`src/rtl/direction_input_queue.sv`:
```
// Direction-key front end: per-key two-flop synchroniser and debouncer, rising-edge
// press detection with highest-index priority, and a small event FIFO with valid/ready drain.
module direction_input_queue #(
  parameter int unsigned NUM_KEYS        = 4,
  parameter int unsigned DEBOUNCE_CYCLES = 16383,
  parameter int unsigned FIFO_DEPTH      = 4,
  parameter bit          KEY_ACTIVE_LOW  = 1'b1
) (
  input  logic                               clock,
  input  logic                               reset,
  input  logic [NUM_KEYS-1:0]                key_raw,
  input  logic                               dir_ready,
  input  logic                               clear_overflow,
  output logic                               dir_valid,
  output logic [NUM_KEYS-1:0]                dir_onehot,
  output logic [NUM_KEYS-1:0]                key_held,
  output logic [$clog2(FIFO_DEPTH+1)-1:0]    fifo_count,
  output logic                               overflow,
  output logic                               multi_press
);

  localparam int unsigned CNT_W   = (DEBOUNCE_CYCLES > 1) ? $clog2(DEBOUNCE_CYCLES) : 1;
  localparam int unsigned PTR_W   = (FIFO_DEPTH > 1) ? $clog2(FIFO_DEPTH) : 1;
  localparam int unsigned COUNT_W = $clog2(FIFO_DEPTH + 1);

  localparam logic [CNT_W-1:0]   CNT_LAST   = CNT_W'(DEBOUNCE_CYCLES - 1);
  localparam logic [PTR_W-1:0]   PTR_LAST   = PTR_W'(FIFO_DEPTH - 1);
  localparam logic [COUNT_W-1:0] COUNT_FULL = COUNT_W'(FIFO_DEPTH);

  // Pointers wrap explicitly so non-power-of-two depths work.
  function automatic logic [PTR_W-1:0] ptr_next(input logic [PTR_W-1:0] ptr);
    return (ptr == PTR_LAST) ? '0 : ptr + PTR_W'(1);
  endfunction

  // ---------------------------------------------------------------------------
  // Synchroniser (pressed = 1 regardless of the board's key polarity)
  // ---------------------------------------------------------------------------
  logic [NUM_KEYS-1:0] pressed;
  logic [NUM_KEYS-1:0] sync1_q;
  logic [NUM_KEYS-1:0] sync2_q;

  assign pressed = KEY_ACTIVE_LOW ? ~key_raw : key_raw;

  // NOTE: clocked state uses non-blocking assignments so every flop samples
  // pre-edge values; blocking here would collapse the two sync stages into one.
  always_ff @(posedge clock) begin
    if (reset) begin
      sync1_q <= '0;
      sync2_q <= '0;
    end else begin
      sync1_q <= pressed;
      sync2_q <= sync1_q;
    end
  end

  // ---------------------------------------------------------------------------
  // Debounce: a new level is accepted after DEBOUNCE_CYCLES consecutive mismatches
  // ---------------------------------------------------------------------------
  logic [CNT_W-1:0]    cnt_q [NUM_KEYS];
  logic [CNT_W-1:0]    cnt_d [NUM_KEYS];
  logic [NUM_KEYS-1:0] stable_q;
  logic [NUM_KEYS-1:0] stable_d;
  logic [NUM_KEYS-1:0] rise_q;
  logic [NUM_KEYS-1:0] rise_d;

  // NOTE: every always_comb output gets a default before any branch; a path
  // that leaves one unassigned would infer a latch.
  always_comb begin
    stable_d = stable_q;
    for (int i = 0; i < int'(NUM_KEYS); i++) begin
      cnt_d[i] = '0;
      if (sync2_q[i] != stable_q[i]) begin
        if (cnt_q[i] == CNT_LAST) begin
          stable_d[i] = sync2_q[i];
        end else begin
          cnt_d[i] = cnt_q[i] + CNT_W'(1);
        end
      end
    end
    rise_d = stable_d & ~stable_q;
  end

  always_ff @(posedge clock) begin
    if (reset) begin
      stable_q <= '0;
      rise_q   <= '0;
      for (int i = 0; i < int'(NUM_KEYS); i++) begin
        cnt_q[i] <= '0;
      end
    end else begin
      stable_q <= stable_d;
      rise_q   <= rise_d;
      for (int i = 0; i < int'(NUM_KEYS); i++) begin
        cnt_q[i] <= cnt_d[i];
      end
    end
  end

  // ---------------------------------------------------------------------------
  // Event select: highest-index rising key wins, the rest are dropped
  // ---------------------------------------------------------------------------
  logic [NUM_KEYS-1:0] sel_onehot;
  logic                push;
  logic                multi_d;

  always_comb begin
    sel_onehot = '0;
    for (int i = 0; i < int'(NUM_KEYS); i++) begin
      if (rise_q[i]) begin
        sel_onehot    = '0;
        sel_onehot[i] = 1'b1;
      end
    end
    push    = |rise_q;
    multi_d = ($countones(rise_q) > 1);
  end

  // ---------------------------------------------------------------------------
  // Event FIFO
  // ---------------------------------------------------------------------------
  logic [NUM_KEYS-1:0] mem_q [FIFO_DEPTH];
  logic [PTR_W-1:0]    wr_ptr_q, wr_ptr_d;
  logic [PTR_W-1:0]    rd_ptr_q, rd_ptr_d;
  logic [COUNT_W-1:0]  count_q, count_d;
  logic                overflow_q, overflow_d;
  logic                multi_q;
  logic                pop;
  logic                full;
  logic                do_push;
  logic                drop;

  always_comb begin
    pop     = (count_q != '0) && dir_ready;
    full    = (count_q == COUNT_FULL);
    // A pop on the same edge frees the slot the push needs.
    do_push = push && (!full || pop);
    drop    = push && full && !pop;

    wr_ptr_d = do_push ? ptr_next(wr_ptr_q) : wr_ptr_q;
    rd_ptr_d = pop ? ptr_next(rd_ptr_q) : rd_ptr_q;

    count_d = count_q;
    if (do_push && !pop) begin
      count_d = count_q + COUNT_W'(1);
    end else if (pop && !do_push) begin
      count_d = count_q - COUNT_W'(1);
    end

    overflow_d = (overflow_q && !clear_overflow) || drop;
  end

  always_ff @(posedge clock) begin
    if (reset) begin
      wr_ptr_q   <= '0;
      rd_ptr_q   <= '0;
      count_q    <= '0;
      overflow_q <= 1'b0;
      multi_q    <= 1'b0;
    end else begin
      wr_ptr_q   <= wr_ptr_d;
      rd_ptr_q   <= rd_ptr_d;
      count_q    <= count_d;
      overflow_q <= overflow_d;
      multi_q    <= multi_d;
    end
  end

  // NOTE: the storage array is deliberately not reset; an entry is only read
  // while count says it holds data, and the head output is masked when empty.
  always_ff @(posedge clock) begin
    if (do_push) begin
      mem_q[wr_ptr_q] <= sel_onehot;
    end
  end

  // ---------------------------------------------------------------------------
  // Outputs, all driven from flops
  // ---------------------------------------------------------------------------
  assign dir_valid   = (count_q != '0);
  assign dir_onehot  = dir_valid ? mem_q[rd_ptr_q] : '0;
  assign key_held    = stable_q;
  assign fifo_count  = count_q;
  assign overflow    = overflow_q;
  assign multi_press = multi_q;

endmodule
```
`config.mk`:
```
export PLATFORM = sky130hd
export DESIGN_NAME = direction_input_queue
export DESIGN_NICKNAME = d
export VERILOG_FILES = /design/src/rtl/direction_input_queue.sv
export SDC_FILE = /design/constraint.sdc
export NUM_CORES = 1
export LEC_CHECK = 0
export ABC_AREA = 1
export CAP_MARGIN = 10
export CELL_PAD_IN_SITES_DETAIL_PLACEMENT = 1
export CELL_PAD_IN_SITES_GLOBAL_PLACEMENT = 1
export CORE_AREA = 2 2 111 113
export CTS_CLUSTER_SIZE = 24
export DETAILED_ROUTE_END_ITERATION = 10
export DIE_AREA = 0 0 113 115
export GPL_TIMING_DRIVEN = 0
export PLACE_DENSITY_LB_ADDON = 0.1
export SYNTH_ARGS = -nofsm -noshare
export SYNTH_HDL_FRONTEND = slang
export SYNTH_SLANG_ARGS = --single-unit
```
`constraint.sdc`:
```
create_clock -name clock -period 2 [get_ports clock]
set_input_delay 0.4 -clock clock [delete_from_list [all_inputs] [get_ports clock]]
set_output_delay 0.4 -clock clock [all_outputs]
set_load 0.03 [all_outputs]
```
[Word level (Yosys, flattened, before mapping)]
Memory sizes are Yosys's and may differ from the RTL's. A register that Yosys moved wholly into a read port is not among the register bits.
Cells that the tools add are included.
Word-level totals
  register bits after elaboration: 25
  memory bits (writable): 72
  input port bits: 8
  output and inout port bits: 14
  logic and storage cells: 93
  memories kept: 2
Memory list
  cnt_q: words 4, bits a word 14, read ports 4, clocked after Yosys merged registers in 0, wr ports 4, line 59  | logic [CNT_W-1:0] cnt_q [NUM_KEYS];
  mem_q: words 4, bits a word 4, read ports 1, clocked after Yosys merged registers in 1, wr ports 1, line 121  | logic [NUM_KEYS-1:0] mem_q [FIFO_DEPTH];
Operators by class
  add/subtract/negate cells: 11
  magnitude comparators: 1
  equal/unequal tests: 11
  multiplexer cells: 36
  bitwise gates (word level): 7
  reduce and logical (&&, ||, !) cells: 16
Operator list (count)
  $mux 14: 12
  $add 14x1->14 const B: 4
  $eq 14x14->1 const B: 4
  $mux 4: 4
  $mux 1: 14
  $mux 2: 4
  $not 4->4: 2
  $logic_and 1x1->1: 7
  $mux 3: 2
  $add 1x1->2: 2
  $add 2x1->2 const B: 2
  $and 4x4->4: 1
  $eq 2x2->1 const B: 2
  $logic_not 1->1: 4
  $ne 1x1->1: 4
  $or 1x1->1: 4
  $reduce_or 4->1: 1
  $add 2x2->3: 1
  $add 3x1->3 const B: 1
  $eq 3x3->1 const B: 1
  $gt 3x1->1 const B: 1
  $reduce_bool 3->1: 1
  $sub 3x1->3 const B: 1
  $logic_or 1x1->1: 2
  $reduce_bool 2->1: 1

[Longest topological paths before layout]
  depth in word-level cells: 8
  depth in mapped cells: 14

[Least setup slack after synthesis]
Ideal clock, no wire load.
  kind: reg-to-reg
  from: reg count_q[0] (netlist: fifo_count[0])
  to: reg count_q[1] (netlist: fifo_count[1])
  data arrival time: 2064 ps
  required time: 1880 ps
  path slack: -184 ps
  cell stages (with the launch flop): 11
  path buffers: 0
  clock period less this slack: 2184 ps
  cell sequence: dfxtp_1 inv_1 nand2_1 nor2_2 inv_1 nand2_1 ha_1 inv_1 fa_1 o21ai_0 a21oi_1
Between the ends
  elaborated cells on any way between the ends: 15
  those cells by class: add/sub: 2; eq/ne: 1; mux: 2; reduce/logical: 10
RTL lines
  start: declaration: line 124  | logic [COUNT_W-1:0] count_q, count_d;
  start signal: assignment: line 162  | count_q <= count_d;
  $reduce_bool 3->1 (*)
  net dir_valid: line 14  | output logic dir_valid,
  $logic_and 1x1->1 (*): line 133  | pop = (count_q != '0) && dir_ready;
  $logic_or 1x1->1: line 136  | do_push = push && (!full || pop);
  $logic_and 1x1->1: line 136
  $logic_and 1x1->1 (*): line 143  | if (do_push && !pop) begin
  $mux 3 (*): line 143
  net count_d[1]: line 124
The timed path passes the listed nets; every way through them passes the cells marked *. The select of a mux whose other input is x is not followed.
A chain may end at the register's enable or synchronous reset.

[Worst setup path in the final report]
  from: reg count_q[2] (netlist: fifo_count[2])
  to: out fifo_count[2]
RTL lines
  end: declaration: line 17  | output logic [$clog2(FIFO_DEPTH+1)-1:0] fifo_count,
No word-level cell between the ends.

==> impl_metrics.yaml <==
status:
  status: "finished with violations"
  violations: "DRC"
cts:
  cts-htree-levels: 3
  cts_sinks: 99
  clk_pin_slew_ns: 0.06
  clockRootBuffer: "clkbuf_16"
  clockBufferDepth: 2
  hold_buffers: 0
  clk_latency_ns: 0.35
  cts_tree: "yes"
  numCtsBuffers: 9
hold_path:
  hold_path.class: "flop to flop"
  hold_start: "sync1_q[1]"
  hold_depth: 2
  hold_end: "sync2_q[1]"
global_route:
  grt_pass1_vias: 4015
  grt_first_pass_wirelength_microns: 18000
  grt_max_degree: 16
  antenna_found_initial: 0
  overflow: 0
  track_usage_pct: 17.2
die:
  fp.dieW_microns: 113
  design.core.area_sq_mm: 0.0118
  ios: 22
  dieArea_sq_mm: 0.0130
  rows: 40
  initial_core_util_pct: 40.3
  die_height_microns: 115
sta:
  setup_viol: 0
  rsz0062_at_grt: "true"
  skew_ns: 0.00844
  drv_slew: 0
  hold_viol: 0
  whs_ns: 0.408
  setup_slack_ns: 0.0750
  slew-limit-headroom_pct: 64.4
  max_freq_mhz: 519
  worst_slew_pin_slew_ns: 0.535
  period_share_pct: 96.2
  min_period_ns: 1.92
critical_path:
  cp.depth: 1
  rr_endpoint: "fifo_count[1]"
  rr_worst_depth: 10
  slowest_stage: "clkdlybuf4s50_1"
  crit_path_end_kind: "output pin"
  cp_top_family: "buffers and inverters"
  crit_buf_inv: 1
  crit_type: "flop to output pin"
  worstPathArrival_ns: 1.52
  critPathLaunchType: "flop"
  worstPathCellList: "clkdlybuf4s50_1"
  crit_fanout: 4
  rrSetupSlack_ns: 0.11
  crit_required_ns: 1.60
  max_stage_delay_ns: 0.73
  rr_startpoint: "rise_q[0]"
place:
  port_buffers: 21
  post-dp-hpwl_microns: 7920
  dp.cells: 787
  routabilityCongestion: 0.789
  place_ws_ns: -0.466
power_and_ir_drop:
  total_power_uw: 4630
  pwr_density_cell_mw_per_mm2: 842
  leakage_uw: 0.00213
  vdd_ir_drop_max_mv: 0.305
yosys:
  synthTopCellsByArea: "dfxtp_1, edfxtp_1, nand2_1"
  yosysWarnings: 0
  synth_top_area_cell: "dfxtp_1"
  syn-cell-area_sq_mm: 0.00476
  syn_area_per_cell_sq_um: 7.69
  synth_nets: 645
  synth_flop_cell: "dfxtp_1"
  synth-edff-count: 16
  synth_top_cell_area_share_pct: 34.9
  synth_most_common_cell: "nand2_1"
  synth-seq-cells: 99
  synth_commonest_cells: "nand2_1, nor2_1, inv_1"
  ys_seq_area_share_pct: 45.0
  ys_async_sr_fraction_pct: 0
  ys_types: 34
  syn_inst: 619
cells_and_area:
  drive_above_1_share_pct: 14.7
  finalNetCount: 681
  fin_cells: 807
  antenna_cells: 0
  syn2layout_area_growth_pct: 15.5
  final_util_pct: 46.6
routing:
  ant_nets: 0
  drc_errors: 1
  wire_per_inst_microns: 12.8
  dr.pass1.iters: 7
  drt-initial-drc-count: 80
  drt_wl_total_microns: 10300
  vias: 3850
  viasPerCell: 4.77
flow_run:
  maxCapViolCount: 0
==> flip-flops by register name (all words and copies together), names as in the netlist, named ones only <==
register,count
multi_press,1
fifo_count,3
rd_ptr_q,2
cnt_q,56
mem_q,16
key_held,4
sync1_q,4
overflow,1
rise_q,4
sync2_q,4
wr_ptr_q,2
==> metrics by stage <==
step | setup TNS, ns | cell area (sq um)
2_1_floorplan | 0 | 4760
3_3_place_gp | -0.930 | 5160
3_5_place_dp | -1.04 | 5160
4_1_cts | 0 | 5480
5_1_grt | -0.0130 | 5500
6_report | 0 | 5500
==> worst max path at each step <==
stage                              from       endpoint  slack, ns
after floorplan           fifo_count[2]  fifo_count[1]       0.02
after global placement        dir_ready  fifo_count[1]      -0.43
after detailed placement      dir_ready  fifo_count[1]      -0.47
after CTS                     dir_ready  fifo_count[1]     0.0003
after global routing          rise_q[0]  fifo_count[2]      -0.01
final                     fifo_count[2]  fifo_count[2]       0.08
==> layout by cell type (no fill, tap or decap), drive strengths merged, types with 5 or more instances in the layout <==
cell type      netlist  layout
a21oi               21      21
buf                  5      12
clkbuf               2      15
clkdlybuf4s50        0      15
dfxtp               83      83
edfxtp              16      16
ha                  16      16
inv                 88      88
nand2              135     135
nand3               37      37
nand3b               5       5
nand4               16      16
nor2               146     146
o21ai               17      17
xnor2               11      11
xor2                11      11
==> layout make-up <==
class,count,area (sq um)
Fill cell,1479,6310
Multi-Input combinational cell,425,2250
Sequential cell,99,2150
Inverter,88,330
Clock buffer,12,268
Timing Repair Buffer,25,221
Tap cell,147,184
Buffer,7,73.8
Clock inverter,4,22.5
==> timing repair <==
action | CTS | global route
gates resized for setup | 23 | 21
setup endpoints to repair | 7 | 6
pin swaps | 2 | 3
buffers inserted | 1 | 3
==> metal layers <==
metal	share of wire (%)	track usage [%]	up-vias
li1	-	-	1995
met1	46	20.7	1807
met2	50	30.2	31
met3	2.1	3.22	17
met4	2.2	7.80	0
met5	0	0	-
==> kinds of logic (layout without fill, tap and decap cells) <==
group | after synthesis | in the layout | synth area share, %
buf+inv | 95 | 136 | 8.43
flops | 99 | 99 | 45.0
compound gates | 42 | 42 | 4.86
fa+ha+maj | 18 | 18 | 5.04
xor+xnor | 22 | 22 | 4.05
simple gates | 343 | 343 | 32.6
==> power by group <==
group / internal [uW] / switching [uW] / leakage [uW]
Sequential: 2080 / 56.8 / 0.000836
Combinational: 283 / 522 / 0.00116
Clock: 947 / 744 / 0.000143
Total: 3310 / 1320 / 0.00213
No activity file was read; power rests on OpenSTA's default activity.
